File: config.mk
export PLATFORM = sky130hd
export DESIGN_NAME = rp_mult_core
export DESIGN_NICKNAME = d
export VERILOG_FILES = /design/src/rtl/rp_mult_core.sv
export SDC_FILE = /design/constraint.sdc
export NUM_CORES = 1
export LEC_CHECK = 0
export CAP_MARGIN = 25
export CORE_MARGIN = 1.5
export CORE_UTILIZATION = 43
export DETAILED_ROUTE_END_ITERATION = 7
export PLACE_DENSITY = 0.61
export REMOVE_ABC_BUFFERS = 1
export SLEW_MARGIN = 5
export SYNTH_ARGS = -nofsm -noshare
export SYNTH_HDL_FRONTEND = slang
export SYNTH_SLANG_ARGS = --single-unit
File: constraint.sdc
create_clock -name clk -period 4.24 [get_ports clk]
set_clock_uncertainty 0.05 [all_clocks]
set_input_delay 0.848 -clock clk [delete_from_list [all_inputs] [get_ports clk]]
set_output_delay 0.848 -clock clk [all_outputs]
set_load 0.03 [all_outputs]
File: src/rtl/rp_mult_core.sv
// rp_mult_core: unsigned Russian-peasant (shift-and-add) multiplier with
// valid/ready handshakes on both the operand and the product side.
// One partial-product step is taken per clock while in RUN.
// Optional macro RP_EARLY_TERM_EN: stop as soon as the remaining multiplier
// bits are all zero instead of always running WIDTH steps.
module rp_mult_core #(
    parameter int WIDTH = 32
) (
    input  logic                 clk,
    input  logic                 rst,
    input  logic                 in_valid,
    output logic                 in_ready,
    input  logic [WIDTH-1:0]     a,
    input  logic [WIDTH-1:0]     b,
    output logic                 out_valid,
    input  logic                 out_ready,
    output logic [2*WIDTH-1:0]   product,
    output logic                 busy
);

    localparam int PW = 2 * WIDTH;
    localparam int CW = $clog2(WIDTH + 1);

    typedef enum logic [1:0] {
        IDLE = 2'd0,
        RUN  = 2'd1,
        DONE = 2'd2
    } state_t;

    state_t          state_reg;
    logic [PW-1:0]   a_reg;
    logic [WIDTH-1:0] b_reg;
    logic [PW-1:0]   acc_reg;
    logic [CW-1:0]   cnt_reg;
    logic [PW-1:0]   product_reg;
    logic            in_ready_reg;
    logic            out_valid_reg;
    logic            busy_reg;

    logic [PW-1:0]    addend;
    logic [PW-1:0]    acc_next;
    logic [WIDTH-1:0] b_next;
    logic [CW-1:0]    cnt_next;
    logic             last_step;

    // Partial product for this step: the shifted multiplicand gated by the
    // current low multiplier bit.
    genvar gi;
    generate
        for (gi = 0; gi < PW; gi++) begin : g_addend
            assign addend[gi] = a_reg[gi] & b_reg[0];
        end
    endgenerate

    assign acc_next = acc_reg + addend;
    assign b_next   = b_reg >> 1;
    assign cnt_next = cnt_reg + CW'(1);

`ifdef RP_EARLY_TERM_EN
    // Finished once no multiplier bits remain; a zero multiplier still takes
    // one step because the check looks at the value after the step.
    assign last_step = (b_next == '0);
`else
    // Fixed schedule: exactly WIDTH steps for every operand pair.
    assign last_step = (cnt_next == CW'(WIDTH));
`endif

    // Control FSM and datapath; all handshake outputs are registered flags
    // updated together with the state.
    always_ff @(posedge clk) begin
        if (rst) begin
            state_reg     <= IDLE;
            a_reg         <= '0;
            b_reg         <= '0;
            acc_reg       <= '0;
            cnt_reg       <= '0;
            product_reg   <= '0;
            in_ready_reg  <= 1'b1;
            out_valid_reg <= 1'b0;
            busy_reg      <= 1'b0;
        end else begin
            case (state_reg)
                IDLE: begin
                    if (in_valid) begin
                        a_reg        <= {{WIDTH{1'b0}}, a};
                        b_reg        <= b;
                        acc_reg      <= '0;
                        cnt_reg      <= '0;
                        state_reg    <= RUN;
                        in_ready_reg <= 1'b0;
                        busy_reg     <= 1'b1;
                    end
                end
                RUN: begin
                    acc_reg <= acc_next;
                    a_reg   <= a_reg << 1;
                    b_reg   <= b_next;
                    cnt_reg <= cnt_next;
                    if (last_step) begin
                        // Product is captured from the final accumulation so
                        // it is valid in the very first DONE cycle.
                        product_reg   <= acc_next;
                        state_reg     <= DONE;
                        out_valid_reg <= 1'b1;
                    end
                end
                DONE: begin
                    // Returning to IDLE here (not accepting directly) keeps a
                    // consume and a new accept in separate cycles.
                    if (out_ready) begin
                        state_reg     <= IDLE;
                        out_valid_reg <= 1'b0;
                        in_ready_reg  <= 1'b1;
                        busy_reg      <= 1'b0;
                    end
                end
                default: begin
                    state_reg     <= IDLE;
                    out_valid_reg <= 1'b0;
                    in_ready_reg  <= 1'b1;
                    busy_reg      <= 1'b0;
                end
            endcase
        end
    end

    assign in_ready  = in_ready_reg;
    assign out_valid = out_valid_reg;
    assign busy      = busy_reg;
    assign product   = product_reg;

endmodule

==> impl_metrics.py <==
metrics = {
    "run_status": {
        "status": "completed",
    },
    "clock_tree": {
        "cts_sinks": 235,
        "clock_tree.root_cell": "sky130_fd_sc_hd__clkbuf_16",
        "cts.path.max_buffers": 3,
        "cts_inserted_buffers": 27,
        "post-cts-setup-buffer-count": 0,
        "cts_tree": "built",
        "cts_max_level": 1,
        "clk_transition_reported_paths_ns": 0.06,
        "clock_insertion_delay_worst_skew_ns": 0.53,
    },
    "worst_setup_path": {
        "worst-setup-path-type": "register to register",
        "timing.critical_path.fanout_max": 40,
        "cp.arrival_ns": 4.26,
        "path_buf_inv": 1,
        "startpoint_of_the_most_critical_setup_path": "b_reg[0]",
        "regToRegStartpoint": "b_reg[0]",
        "max_stage_delay_ns": 0.57,
        "worstSetupEndpointType": "register",
        "critical-path-slowest-cell": "sky130_fd_sc_hd__o2111ai_1",
        "worstRegToRegCells": 11,
        "worstPathRequired_ns": 4.61,
        "timing.critical_path.depth": 11,
        "setup_slack_of_the_most_critical_reg_to_reg_path_ns": 0.35,
        "setup.worst_path.start_class": "register",
        "cp_common_cell": "sky130_fd_sc_hd__or3_1",
        "endpoint": "acc_reg[56]",
        "critical_path.reg2reg.endpoint": "acc_reg[56]",
        "path_cells": "buf_4 > and2_1 > ha_1 > a21oi_1 > a21boi_0 > o2bb2ai_1 > or3_1 > o2111ai_1 > a2111oi_0 > or3_1 > a32o_1",
        "worst_path_dominant_cell_family": "compound AO/OA/AOI/OAI gates",
    },
    "place": {
        "io_buffer_count": 134,
        "post_detail_place_hpwl_um": 25550,
        "dpl_worst_slack_ns": 0.3787,
        "dp.cells": 2080,
        "gpl.final_weighted_congestion": 0.9141,
        "placed_cell_area_sq_um": 14840,
    },
    "floorplanning": {
        "initial_core_util_pct": 43.58,
        "die_height_um": 178.8,
        "coreArea_sq_um": 30510,
        "die-width_um": 178.8,
        "boundaryPins": 135,
        "floorplan.die_area_sq_um": 31990,
        "placement_rows": 64,
    },
    "job": {
        "drv_cap": 0,
    },
    "yosys": {
        "synth_sequential_area_ratio_pct": 35.38,
        "synth_edf_count": 0,
        "synth.yosys.warnings": 0,
        "yosys_most_used_dff": "sky130_fd_sc_hd__dfxtp_1",
        "syn-cell-area_sq_um": 13300,
        "netlist_instances": 1663,
        "synth_cell_type_count": 68,
        "ys_seq_elements": 235,
        "asyncSetResetFlopFracSynth_pct": 0,
        "syn_avg_cell_area_sq_um": 7.995,
    },
    "timing": {
        "layout_setup_ws_ns": 0.3515,
        "max_slew_margin_pct": 35.39,
        "fmax_mhz": 257.2,
        "post-route-period-util_pct": 91.71,
        "holdWs_ns": 0.4021,
        "worst_slew_pin_tran_ns": 0.9668,
        "timing_hold_violations_final": 0,
        "setup_violation_total_in_the_final_timing_report": 0,
        "final_max_slew_viol_count": 0,
        "final_critical_delay_including_setup_and_external_delays_ns": 3.888,
        "finalSetupTns_ns": 0,
        "rsz0062_at_grt": "false",
    },
    "grt": {
        "antenna_found_initial": 0,
        "grt-ovfl-total": 0,
        "grt_pass1_vias": 11500,
        "pin_count_of_the_biggest_net_entering_global_routing": 128,
        "first_pass_grt_wire_length_um": 60820,
        "total_routing_resource_utilization_after_global_routing_pct": 23.47,
    },
    "hold_path": {
        "holdPathStages": 2,
        "worstHoldStart": "product[16]",
        "hold_path_class": "register to register",
    },
    "drt": {
        "drt_antenna_net_count": 0,
        "first_drt_iteration_drcs": 912,
        "first_pass_iters": 5,
        "finalWirelength_um": 38000,
        "drc": 0,
        "avgViaCountPerCell": 5.778,
        "routed_wire_length_per_instance_um": 17.87,
        "number_of_vias_after_detailed_routing": 12290,
    },
    "final_layout": {
        "area.growth.synth_to_final_pct": 18.39,
        "drive_gt1_share_pct": 8.839,
        "postLayoutCoreUtil_pct": 51.60,
        "stdcell_area_sq_um": 15740,
        "register_area_sq_um": 4710,
        "fill_cells": 2913,
        "finalNonFillerCells": 2127,
        "finish.net_count": 1847,
        "layout.cells.most_common_list": "sky130_fd_sc_hd__dfxtp_1 (233), sky130_fd_sc_hd__a21oi_1 (186), sky130_fd_sc_hd__nor2_1 (177), sky130_fd_sc_hd__nand2_1 (175), sky130_fd_sc_hd__clkdlybuf4s50_1 (132)",
        "multiInputGateArea_sq_um": 8038,
        "mostFrequentLayoutCell": "sky130_fd_sc_hd__dfxtp_1",
        "antennaDiodeCount": 0,
    },
    "power": {
        "leakage_power_figure_nw": 6.274,
        "power-per-cell-area_nw_per_um2": 326.1,
        "total_power_mw": 5.133,
        "worst_ir_drop_on_vdd_uv": 328.2,
    },
}
-- synth_stat cells (10+ instances only) --
| master | instances | area [sq um] |
|---|---|---|
| sky130_fd_sc_hd__a211oi_1 | 10 | 75.07 |
| sky130_fd_sc_hd__a21o_1 | 35 | 262.8 |
| sky130_fd_sc_hd__a21oi_1 | 186 | 930.9 |
| sky130_fd_sc_hd__a22o_1 | 17 | 148.9 |
| sky130_fd_sc_hd__a22oi_1 | 64 | 480.5 |
| sky130_fd_sc_hd__and2_1 | 67 | 419.2 |
| sky130_fd_sc_hd__and3_1 | 11 | 68.82 |
| sky130_fd_sc_hd__clkbuf_1 | 119 | 446.7 |
| sky130_fd_sc_hd__dfxtp_1 | 235 | 4705 |
| sky130_fd_sc_hd__ha_1 | 64 | 800.8 |
| sky130_fd_sc_hd__inv_1 | 17 | 63.81 |
| sky130_fd_sc_hd__nand2_1 | 176 | 660.6 |
| sky130_fd_sc_hd__nand3_1 | 34 | 170.2 |
| sky130_fd_sc_hd__nand4_1 | 37 | 231.5 |
| sky130_fd_sc_hd__nor2_1 | 180 | 675.7 |
| sky130_fd_sc_hd__nor2b_1 | 66 | 412.9 |
| sky130_fd_sc_hd__nor3_1 | 16 | 80.08 |
| sky130_fd_sc_hd__o21ai_0 | 63 | 315.3 |
| sky130_fd_sc_hd__o21bai_1 | 18 | 135.1 |
| sky130_fd_sc_hd__o221a_2 | 63 | 709.4 |
| sky130_fd_sc_hd__xnor2_1 | 33 | 289.0 |
| sky130_fd_sc_hd__xor2_1 | 25 | 219.0 |
-- what timing repair did --
action / CTS / global route
hold buffers: 0 / 0
setup endpoints to repair: 0 / 1
gates resized for setup: 0 / 1
-- how the worst min path moves through the flow --
| stage | end | slack (ns) |
|---|---|---|
| CTS | product[16] | 0.41 |
| floorplan | acc_reg[20] | 0.38 |
| finish | product[16] | 0.40 |
| global placement | acc_reg[57] | 0.39 |
| global route | product[36] | 0.42 |
| detailed placement | product[16] | 0.40 |
-- per-layer routing --
layer	vias up	GRT usage (%)	wire [um]
met5	-	0	0
met4	0	5.208	669
met3	46	3.902	2390
met2	337	37.10	16500
met1	5814	33.28	18440
li1	6093	-	-
-- cell families (layout without fill, tap and decap cells) --
group	count (synthesis)	after routing	synth area share, %
adders and majority gates	65	65	6.173
xor gates and xnor gates	58	58	3.820
muxes	2	2	0.1506
buffers and inverters	154	222	4.432
and+or+nand+nor	612	612	21.72
DFF	235	235	35.38
AOI/OAI and AO/OA	537	537	28.32
-- power by group --
group | leakage (nW) | internal, mW | total (mW) | switching (mW)
clock | 0.437 | 1.40 | 2.32 | 0.918
combinational | 3.93 | 0.215 | 0.492 | 0.277
sequential | 1.91 | 2.27 | 2.32 | 0.0483
-- layout make-up --
cell class	instances	share of cell area [%]
multi-input combinational	1274	51.06
sequential	235	29.92
timing repair buffer	159	9.904
clock buffer	39	5.023
tap	396	3.148
clock inverter	7	0.5405
inverter	17	0.4054
-- worst reg2reg max path, cell delays in order, from the launching register on --
cell and delay (ns):
sky130_fd_sc_hd__dfxtp_1 0.36, sky130_fd_sc_hd__buf_4 0.37, sky130_fd_sc_hd__and2_1 0.20, sky130_fd_sc_hd__ha_1 0.30, sky130_fd_sc_hd__a21oi_1 0.21, sky130_fd_sc_hd__a21boi_0 0.27
sky130_fd_sc_hd__o2bb2ai_1 0.12, sky130_fd_sc_hd__or3_1 0.37, sky130_fd_sc_hd__o2111ai_1 0.57, sky130_fd_sc_hd__a2111oi_0 0.27, sky130_fd_sc_hd__or3_1 0.42, sky130_fd_sc_hd__a32o_1 0.27
(Power assumes the default switching activity.)
